$ cat config.mk
export PLATFORM = sky130hd
export DESIGN_NAME = fetch_unit
export DESIGN_NICKNAME = d
export VERILOG_FILES = /design/src/rtl/fetch_unit.sv
export SDC_FILE = /design/constraint.sdc
export NUM_CORES = 1
export LEC_CHECK = 0
export BUFFER_PORTS_ARGS = -buffer_cell sky130_fd_sc_hd__buf_2
export CAP_MARGIN = 25
export CORE_AREA = 4 4 185 151
export CTS_CLUSTER_DIAMETER = 100
export DETAILED_ROUTE_END_ITERATION = 10
export DIE_AREA = 0 0 189 155
export RECOVER_POWER = 25
export SLEW_MARGIN = 0
export SYNTH_ARGS = -nofsm -noshare
export SYNTH_HDL_FRONTEND = slang
export SYNTH_SLANG_ARGS = --single-unit
$ cat constraint.sdc
create_clock -name clk -period 6.2 [get_ports clk]
set_clock_uncertainty 0.05 [all_clocks]
set_input_delay 0.62 -clock clk [delete_from_list [all_inputs] [get_ports clk]]
set_output_delay 0.62 -clock clk [all_outputs]
set_load 0.02 [all_outputs]
$ cat src/rtl/fetch_unit.sv
// fetch_unit: instruction fetch stage feeding the IF/ID register.
//
// Keeps at most one instruction-memory request outstanding. A word that comes back while
// IF/ID is occupied and stalled is parked in a hold register until decode frees up.
// Jumps and taken branches redirect the pc immediately; a response still in flight for the
// old path is flagged for discard and dropped when it arrives.
//
// Parameters
//   RESET_PC        first fetch address after reset
// Ports
//   clk, reset      single clock, synchronous active-high reset
//   stall           decode cannot accept; IF/ID holds its contents
//   branch/jump     redirect requests with their targets (jump has priority)
//   imem_req/addr   fetch request towards instruction memory
//   imem_ready      memory accepts the request this cycle
//   imem_rvalid/rdata  read response
//   instr, instr_valid, pc_plus4  IF/ID register contents
//   bubble_count    optional; present only when FETCH_PERF_CNT_EN is defined. Counts
//                   cycles spent in S_REQ/S_WAIT with instr_valid low; wraps.

module fetch_unit #(
  parameter logic [31:0] RESET_PC = 32'h0000_0000
) (
  input  logic        clk,
  input  logic        reset,
  input  logic        stall,
  input  logic        branch,
  input  logic [31:0] branch_target,
  input  logic        jump,
  input  logic [31:0] jump_target,
  output logic        imem_req,
  output logic [31:0] imem_addr,
  input  logic        imem_ready,
  input  logic        imem_rvalid,
  input  logic [31:0] imem_rdata,
  output logic [31:0] instr,
  output logic        instr_valid,
`ifdef FETCH_PERF_CNT_EN
  output logic [31:0] bubble_count,
`endif
  output logic [31:0] pc_plus4
);

  typedef enum logic [1:0] {S_REQ, S_WAIT, S_HOLD} state_e;

  state_e      state_q, state_d;
  logic [31:0] pc_q, pc_d;
  logic        discard_q, discard_d;
  logic [31:0] hold_q, hold_d;
  logic [31:0] instr_q, instr_d;
  logic [31:0] pp4_q, pp4_d;
  logic        iv_q, iv_d;

  logic        redirect;
  logic [31:0] redirect_pc;
  logic        ifid_free;
  logic        accept;
  logic        load_mem;
  logic        load_hold;

  assign redirect    = jump | branch;
  assign redirect_pc = (jump ? jump_target : branch_target) & 32'hFFFF_FFFC;
  assign ifid_free   = ~iv_q | ~stall;
  assign accept      = imem_req & imem_ready;

  // State register
  always_ff @(posedge clk) begin
    if (reset) begin
      state_q   <= S_REQ;
      pc_q      <= RESET_PC;
      discard_q <= 1'b0;
      hold_q    <= '0;
      instr_q   <= '0;
      pp4_q     <= '0;
      iv_q      <= 1'b0;
    end else begin
      state_q   <= state_d;
      pc_q      <= pc_d;
      discard_q <= discard_d;
      hold_q    <= hold_d;
      instr_q   <= instr_d;
      pp4_q     <= pp4_d;
      iv_q      <= iv_d;
    end
  end

  // Next-state and datapath
  always_comb begin
    state_d   = state_q;
    pc_d      = pc_q;
    discard_d = discard_q;
    hold_d    = hold_q;
    load_mem  = 1'b0;
    load_hold = 1'b0;

    unique case (state_q)
      S_REQ: begin
        // A request accepted in the same cycle as a redirect belongs to the old path.
        if (accept) begin
          state_d   = S_WAIT;
          discard_d = redirect;
        end
      end
      S_WAIT: begin
        if (imem_rvalid) begin
          state_d   = S_REQ;
          discard_d = 1'b0;
          if (!discard_q && !redirect) begin
            pc_d = pc_q + 32'd4;
            if (ifid_free) begin
              load_mem = 1'b1;
            end else begin
              hold_d  = imem_rdata;
              state_d = S_HOLD;
            end
          end
        end else if (redirect) begin
          discard_d = 1'b1;
        end
      end
      S_HOLD: begin
        if (redirect) begin
          state_d = S_REQ;
        end else if (!stall) begin
          load_hold = 1'b1;
          state_d   = S_REQ;
        end
      end
      default: state_d = S_REQ;
    endcase

    if (redirect) pc_d = redirect_pc;

    // IF/ID: hold under stall, drain when consumed, refill on load, flush on redirect.
    instr_d = instr_q;
    pp4_d   = pp4_q;
    iv_d    = iv_q & stall;
    if (load_mem) begin
      instr_d = imem_rdata;
      pp4_d   = pc_q + 32'd4;
      iv_d    = 1'b1;
    end
    if (load_hold) begin
      // pc already advanced past the held word when it was parked
      instr_d = hold_q;
      pp4_d   = pc_q;
      iv_d    = 1'b1;
    end
    if (redirect) iv_d = 1'b0;
  end

  // Outputs
  always_comb begin
    imem_req    = (state_q == S_REQ) && !(iv_q && stall) && !reset;
    imem_addr   = pc_q;
    instr       = instr_q;
    instr_valid = iv_q;
    pc_plus4    = pp4_q;
  end

`ifdef FETCH_PERF_CNT_EN
  logic [31:0] bubble_q;

  always_ff @(posedge clk) begin
    if (reset) begin
      bubble_q <= '0;
    end else if (state_q != S_HOLD && !iv_q) begin
      bubble_q <= bubble_q + 32'd1;
    end
  end

  assign bubble_count = bubble_q;
`endif

endmodule
==> results of run 1 <==
[layer usage]
| metal | GRT usage (%) | part of all wire [%] | wire length (um) | up-vias |
|---|---|---|---|---|
| li1 | - | - | - | 3272 |
| met4 | 4.20 | 1.8 | 422 | 4 |
| met3 | 4.71 | 7.1 | 1660 | 30 |
| met1 | 21.5 | 48 | 11000 | 3132 |
| met2 | 22.2 | 43 | 10100 | 224 |
| met5 | 0 | 0.090 | 21 | - |
[state kept, by name (all words and copies together), names as in the netlist]
signal       count
state_q          2
hold_q          32
imem_addr       30
pc_plus4        30
instr_valid      1
discard_q        1
instr           32
[cell usage in the layout, fill, tap and decap left out, types with 4 or more instances in the layout]
cell / count
xor2_1: 8
a211oi_1: 29
buf_4: 11
a311oi_1: 37
clkinv_4: 4
conb_1: 4
o21ai_0: 22
nand4_1: 12
bufinv_16: 4
a22oi_1: 10
dfxtp_1: 128
nand2_1: 166
clkbuf_16: 17
nand3_1: 20
mux2i_1: 4
nor4_1: 18
a31oi_1: 12
and4_1: 7
or3_1: 7
o22ai_1: 8
nor3_1: 12
a22o_1: 5
xnor2_1: 22
buf_2: 137
inv_1: 7
clkinv_2: 4
a21oi_1: 54
clkbuf_1: 55
nor2_1: 82
[per-stage QoR]
stage,setup WS [ns],hold slack [ns]
finish,3.24,0.390
CTS,3.29,0.374
floorplan,3.79,0.387
detailed placement,2.85,0.397
global placement,2.91,0.392
global route,3.01,0.381
[cell usage after synthesis (all sizes together), types with 3 or more instances]
cell type,number
nand4b,3
a21oi,54
nor2,83
mux2i,4
and2,4
nand4,14
o31ai,3
and4,8
or4,3
nand2b,3
nand2,166
or3,7
or4b,3
nand3,21
nor3,13
o31a,3
a311oi,37
clkbuf,49
a211oi,29
and3,3
a31oi,12
nand3b,3
o22a,3
o22ai,8
dfxtp,128
xnor2,22
buf,32
a22oi,10
xor2,8
a21o,3
inv,7
a22o,5
o21ai,22
nor4,18
[worst register-to-register path, delay by kind of cell, from the launching register on]
family          cells  cell delay, ns
compound gates      1            0.23
xor+xnor            1            0.15
buf+inv             1            0.49
flops               1            0.48
simple gates        3            1.38
[path summary, 6_finish.rpt]
kind                       start           end  slack (ns)  cells past startpoint
hold reg to reg        hold_q[0]     hold_q[0]        0.40                      2
setup / recovery           reset     instr[20]        3.24                      4
hold / removal    jump_target[2]  imem_addr[2]        0.39                      3
setup reg to reg      state_q[1]  pc_plus4[18]        3.33                      6
[cell families after synthesis]
| logic type | after synthesis | synth area share, % |
|---|---|---|
| AND/OR/NAND/NOR | 362 | 26.1 |
| AO/OA/AOI/OAI | 209 | 22.4 |
| flip-flops | 128 | 39.7 |
| buffers and inverters | 88 | 6.63 |
| XOR/XNOR | 30 | 4.07 |
| multiplexers | 5 | 0.795 |
| adder cells (fa/ha/maj) | 1 | 0.194 |
| other | 1 | 0.0581 |
[power by group through the flow]
stage	registers, W	clock network [W]	logic [W]
5_1_grt	0.000892	0.00115	0.000249
2_1_floorplan	0.000915	0	0.000122
6_report	0.000889	0.00108	0.000228
3_5_place_dp	0.000905	0	0.000229
3_3_place_gp	0.000903	0	0.000228
4_1_cts	0.000887	0.00110	0.000230
[layout make-up]
cell class | instances | area, sq um | area share [%]
Inverter | 7 | 26.3 | 0.321
Tap cell | 357 | 447 | 5.46
Clock buffer | 18 | 439 | 5.37
Clock inverter | 14 | 190 | 2.33
Antenna cell | 1 | 2.50 | 0.0306
Timing Repair Buffer | 204 | 995 | 12.2
Sequential cell | 128 | 2560 | 31.3
Multi-Input combinational cell | 611 | 3510 | 43.0
==> impl_metrics.json, run 1 <==
{
  "grt_antenna_before_repair": 2,
  "ys_seq_area_share_pct": 39.7,
  "numPortBuffers": 192,
  "drive_gt1_share_pct": 20.1,
  "pwr-share-clk_pct": 49.2,
  "dr.pass1.iters": 5,
  "hold_viol": 0,
  "cts-root-buf": "clkbuf_16",
  "design_area_sq_um": 8170,
  "cts_resized": 0,
  "cts_made_buffers": 17,
  "syn_area_sq_um": 6450,
  "tightest_slew_ns": 1.55,
  "slowest_delay_ns": 1.09,
  "slew_viol_final": 33,
  "synth_top_area_cell": "dfxtp_1",
  "fillCellCount": 2801,
  "grt_overflow": 0,
  "combinationalPowerShare_pct": 10.4,
  "cpMaxStageDelayCell": "clkbuf_1",
  "totalPowerFinal_w": 0.00220,
  "gp_congestion": 0.825,
  "violations": "max-capacitance violations, max-slew violations",
  "rsz0062_at_grt": "no",
  "path_delay_family": "buffers and inverters",
  "fmax_mhz": 338,
  "power.switching_w": 0.000581,
  "synth_cell_types": 68,
  "path_class": "input pin to flop",
  "ant_nets": 0,
  "intPower_w": 0.00162,
  "path_cells": "clkbuf_1 > buf_4 > buf_4 > a311oi_1",
  "tns_ns": 0,
  "dp.cells": 1306,
  "cts_setup_buffers": 0,
  "post-route-util_pct": 31.4,
  "cap_viol_max_count": 1,
  "worstPathBufferInverterCount": 3,
  "vias": 6662,
  "htree_num_levels": 4,
  "syn_avg_cell_area_sq_um": 7.83,
  "viasPerCell": 4.97,
  "setup_viol": 0,
  "ys_warn_count": 0,
  "gr-usage-all-layers_pct": 15.1,
  "postSynthCellCount": 824,
  "hold_class": "input pin to flop",
  "p_sw_share_pct": 26.4,
  "worstPathRequired_ns": 6.40,
  "die_x_um": 189,
  "grt_max_degree": 91,
  "grt_pass1_wl_mm": 35.1,
  "drt-total-wl_mm": 23.2,
  "grt_pass1_vias": 5973,
  "crit_top_cell": "buf_4",
  "crit_arrival_ns": 3.16,
  "core_area_sq_um": 26100,
  "drc": 0,
  "avgRoutedWirePerCell_um": 17.3,
  "min_period_ns": 2.96,
  "status": "finished, violations left",
  "holdBufCountCts": 0,
  "leakage_nw": 2.86,
  "synth_seq_cells": 128,
  "dpl-instance-area_sq_um": 7590,
  "rows": 53,
  "die_y_um": 155,
  "place_hpwl_mm": 16.2,
  "yosys.area.top_type_share_pct": 39.7,
  "worst-path-max-fanout": 56,
  "io_pins": 201,
  "cts_tree": "done",
  "cp-end-kind": "flop",
  "synth-edff-count": 0,
  "final_cells": 1340,
  "area_growth_pct": 26.7,
  "relSlewSlack_pct": -3.24,
  "seqPwrFrac_pct": 40.5,
  "p_per_area_nw_per_um2": 269,
  "cts_buffer_depth": 2,
  "cts_sinks": 128,
  "worst_skew_pair.late_latency_ns": 0.42,
  "fin_crit_sh_pct": 47.7,
  "yosys_most_used_dff": "dfxtp_1",
  "vdd_drop_max_uv": 191,
  "dieArea_sq_um": 29300,
  "async_flop_share_pct": 0,
  "clk_pin_slew_ns": 0.06,
  "drtIter0Drc": 488,
  "start_util_pct": 24.8,
  "startpoint_type": "input pin",
  "ys_top_cells_by_area": "dfxtp_1 40%, nand2_1 9.7%, a311oi_1 5.0%, nor2_1 4.8%, a21oi_1 4.2%",
  "nets": 1073
}
No activity file was read; power rests on OpenSTA's default activity.
==> inputs of run 2 (changes only) <==
==> constraint.sdc (replaced) <==
create_clock -name clk -period 2.84 [get_ports clk]
set_clock_uncertainty 0.05 [all_clocks]
set_input_delay 0.284 -clock clk [delete_from_list [all_inputs] [get_ports clk]]
set_output_delay 0.284 -clock clk [all_outputs]
set_load 0.02 [all_outputs]
==> impl_metrics.json, run 2 (synthesis results as in run 1) <==
{
  "path_class": "flop to flop",
  "clk_pin_slew_ns": 0.06,
  "totalPowerFinal_w": 0.00470,
  "setup_viol": 0,
  "avgRoutedWirePerCell_um": 17.0,
  "fin_crit_sh_pct": 88.8,
  "insertedDiodeCount": 0,
  "grt_most_used_layer": "met2",
  "p_per_area_nw_per_um2": 564,
  "cap_viol_max_count": 0,
  "vias": 6814,
  "cts_resized": 0,
  "holdBufCountCts": 0,
  "worst-path-max-fanout": 10,
  "grt_overflow": 0,
  "htree_num_levels": 4,
  "grt_antenna_before_repair": 1,
  "status": "completed",
  "tns_ns": 0,
  "grt_max_degree": 60,
  "fillCellCount": 2860,
  "grt_use_met2_pct": 23.0,
  "core_area_sq_um": 26100,
  "place_hpwl_mm": 16.8,
  "seq_area_sq_um": 2560,
  "gr-usage-all-layers_pct": 15.3,
  "drive_gt1_share_pct": 21.8,
  "start_util_pct": 24.8,
  "dr.pass1.iters": 6,
  "slew_viol_final": 0,
  "relSlewSlack_pct": 46.5,
  "min_period_ns": 2.52,
  "hold_class": "input pin to flop",
  "hold_depth": 3,
  "viasPerCell": 5.01,
  "drt-total-wl_mm": 23.2,
  "reg2regPathDepth": 5,
  "cts-root-buf": "clkbuf_16",
  "cts_sinks": 128,
  "grt_pass1_wl_mm": 35.8,
  "cp-end-kind": "flop",
  "cts_buffer_depth": 2,
  "rows": 53,
  "rsz0062_at_grt": "no",
  "ant_nets": 0,
  "final_cell_mix": "166 x nand2_1, 137 x buf_2, 128 x dfxtp_1",
  "crit_arrival_ns": 2.80,
  "worst_skew_pair.late_latency_ns": 0.42,
  "numPortBuffers": 192,
  "nets": 1096,
  "r2r_slack_ns": 0.32,
  "die_y_um": 155,
  "fmax_mhz": 397,
  "vdd_drop_max_uv": 344,
  "area_growth_pct": 29.4,
  "cts_setup_buffers": 0,
  "tightest_slew_ns": 0.795,
  "io_pins": 201,
  "worstPathRequired_ns": 3.12,
  "grt_pass1_vias": 6281,
  "die_x_um": 189,
  "leakage_nw": 2.96,
  "gp_congestion": 0.830,
  "layout_commonest_cell": "nand2_1",
  "cts_made_buffers": 17,
  "drtIter0Drc": 574,
  "drc": 0,
  "dieArea_sq_um": 29300,
  "hold_viol": 0,
  "cts_tree": "done",
  "startpoint_type": "flop",
  "grt_util_met1_pct": 21.6,
  "grtUsageMet3_pct": 3.84,
  "multi_input_area_sq_um": 3510
}
run 2: area by class of cell:
cell class              count  share of cell area, %
inverters                   7                  0.315
multi-input cells         611                   42.1
clock inverters             8                   1.24
flip-flops and latches    128                   30.7
clock buffers              23                   5.97
repair buffers            227                   14.3
well taps                 357                   5.35
run 2: stage by stage:
stage | setup WS (ns) | utilization, % | hold slack [ns] | cell area (sq um) | instances
after CTS | 0.432 | 32.3 | 0.0461 | 8410 | 1361
final | 0.319 | 32.0 | 0.0658 | 8350 | 1361
after global routing | 0.253 | 32.0 | 0.0554 | 8350 | 1361
after floorplan | 0.551 | - | 0.353 | 6460 | 827
after global placement | 0.489 | 30.0 | 0.391 | 7810 | 1330
after detailed placement | 0.462 | 30.0 | 0.397 | 7810 | 1330
run 2: path summary, 6_finish.rpt:
kind	start	to
max	imem_addr[20]	pc_plus4[31]
min	imem_rdata[10]	hold_q[10]
max reg2reg	imem_addr[20]	pc_plus4[31]
min reg2reg	hold_q[0]	hold_q[0]
run 2: report_power, final:
group / switching, W / internal, W / total (W) / leakage (nW)
Sequential: 0.0000744 / 0.00185 / 0.00192 / 1.04
Combinational: 0.000334 / 0.000207 / 0.000541 / 1.63
Clock: 0.000835 / 0.00141 / 0.00224 / 0.284
Total: 0.00124 / 0.00346 / 0.00470 / 2.96
run 2: worst max-delay path: stages, from the launching register on:
cell,delay (ns)
dfxtp_1,0.55
nand4_2,0.29
or4_4,0.63
or4_4,0.52
or3_1,0.31
o21ai_0,0.09
run 2: routing by layer:
metal  vias to the layer above  share of wire [%]
met4                         2                2.3
met5                         -              0.034
li1                       3315                  -
met2                       286                 44
met1                      3172                 46
met3                        39                8.2
==> inputs of run 3 (changes only) <==
--- a/config.mk
+++ b/config.mk
@@ -7,10 +7,10 @@
 export LEC_CHECK = 0
 export BUFFER_PORTS_ARGS = -buffer_cell sky130_fd_sc_hd__buf_2
 export CAP_MARGIN = 25
-export CORE_AREA = 4 4 185 151
+export CORE_AREA = 4 4 164 134
 export CTS_CLUSTER_DIAMETER = 100
 export DETAILED_ROUTE_END_ITERATION = 10
-export DIE_AREA = 0 0 189 155
+export DIE_AREA = 0 0 168 138
 export RECOVER_POWER = 25
 export SLEW_MARGIN = 0
 export SYNTH_ARGS = -nofsm -noshare
==> impl_metrics.json, run 3 (synthesis results as in run 1) <==
{
  "status": "completed",
  "cp-end-kind": "flop",
  "viasPerCell": 5.24,
  "area_growth_pct": 29.0,
  "cts_resized": 0,
  "dr.pass1.iters": 5,
  "holdWs_ns": 0.0577,
  "cts_tree": "done",
  "cap_viol_max_count": 0,
  "cts_made_buffers": 17,
  "fin_crit_sh_pct": 89.5,
  "slew_viol_final": 0,
  "core_area_sq_um": 20400,
  "worstPathRequired_ns": 3.11,
  "place_hpwl_mm": 15.7,
  "htree_num_levels": 4,
  "start_util_pct": 31.6,
  "design_area_sq_um": 8320,
  "p_per_area_nw_per_um2": 614,
  "rsz0062_at_grt": "no",
  "grt_max_degree": 60,
  "die_y_um": 138,
  "io_pins": 201,
  "grt_overflow": 0,
  "insertedDiodeCount": 0,
  "relSlewSlack_pct": 53.4,
  "hold_viol": 0,
  "gr-usage-all-layers_pct": 18.6,
  "cts_sinks": 128,
  "die_x_um": 168,
  "grt_pass1_vias": 6252,
  "worst-path-max-fanout": 30,
  "setup_viol": 0,
  "path_class": "flop to flop",
  "vdd_drop_max_uv": 333,
  "hold_class": "input pin to flop",
  "cpMaxStageDelayCell": "or4b_1",
  "avgRoutedWirePerCell_um": 17.4,
  "path_cells": "or4b_1 > nor2_4 > buf_4 > nand2_1 > a311oi_1",
  "drc": 0,
  "min_period_ns": 2.54,
  "numPortBuffers": 192,
  "worst_skew_pair.late_latency_ns": 0.42,
  "rows": 47,
  "slowest_delay_ns": 0.65,
  "cts_setup_buffers": 0,
  "gp_congestion": 0.845,
  "tns_ns": 0,
  "crit_arrival_ns": 2.82,
  "worstPathBufferInverterCount": 1,
  "nets": 1096,
  "dieArea_sq_um": 23200,
  "grt_pass1_wl_mm": 35.0,
  "final_cell_mix": "166 x nand2_1, 136 x buf_2, 128 x dfxtp_1",
  "dpl-instance-area_sq_um": 7680,
  "startpoint_type": "flop",
  "tightest_slew_ns": 0.692,
  "holdBufCountCts": 0,
  "grt_antenna_before_repair": 0,
  "vias": 6671,
  "layout_commonest_cell": "nand2_1",
  "leakage_nw": 3.01,
  "cts_buffer_depth": 2,
  "ant_nets": 0,
  "drt-total-wl_mm": 22.2,
  "drive_gt1_share_pct": 21.8,
  "clk_pin_slew_ns": 0.06,
  "fmax_mhz": 393,
  "drtIter0Drc": 618,
  "path_delay_family": "simple AND/OR/NAND/NOR gates",
  "totalPowerFinal_w": 0.00511,
  "cts-root-buf": "clkbuf_16",
  "fillCellCount": 2180
}
run 3: cell count changes in the layout (fill, tap and decap cells not counted), sizes merged:
cell	previous run	this run
buf	173	172
clkbuf	77	74
bufinv	2	7
inv	7	9
clkinvlp	4	0
clkinv	2	4
run 3: per-stage QoR:
step | worst slack [ns] | util (%) | cells
after CTS | 0.308 | 41.1 | 1274
after global routing | 0.132 | 40.8 | 1274
after global placement | 0.358 | 37.7 | 1242
after floorplan | 0.551 | - | 827
after detailed placement | 0.302 | 37.7 | 1242
final | 0.298 | 40.8 | 1274
run 3: routing by layer:
metal	GRT usage (%)	wire (um)	vias up
met5	0	0	-
met4	4.36	242	0
met3	5.17	1690	17
met2	27.0	9440	232
met1	27.4	10800	3115
li1	-	-	3307
run 3: worst min-delay path, cell delays in order:
cell and delay (ns):
buf_2 0.08, mux2i_1 0.06, nor2_1 0.07
run 3: report_power, final:
part / internal [W] / switching [W] / leakage (nW)
registers: 0.00185 / 0.0000685 / 1.04
clock network: 0.00179 / 0.000862 / 0.348
logic: 0.000209 / 0.000331 / 1.63
run 3: final cells by class:
class	count	area, sq um	area share, %
multi-input cells	611	3510	42.1
flip-flops and latches	128	2560	30.8
repair buffers	227	1180	14.2
clock buffers	19	453	5.44
well taps	269	337	4.04
clock inverters	13	255	3.07
inverters	7	26.3	0.316
run 3: final timing paths:
path / startpoint / to / slack (ns) / cells after the start
max: state_q[1] / instr[9] / 0.30 / 5
max reg2reg: state_q[1] / instr[9] / 0.30 / 5
min reg2reg: hold_q[8] / hold_q[8] / 0.40 / 2
min: jump_target[2] / imem_addr[2] / 0.06 / 3
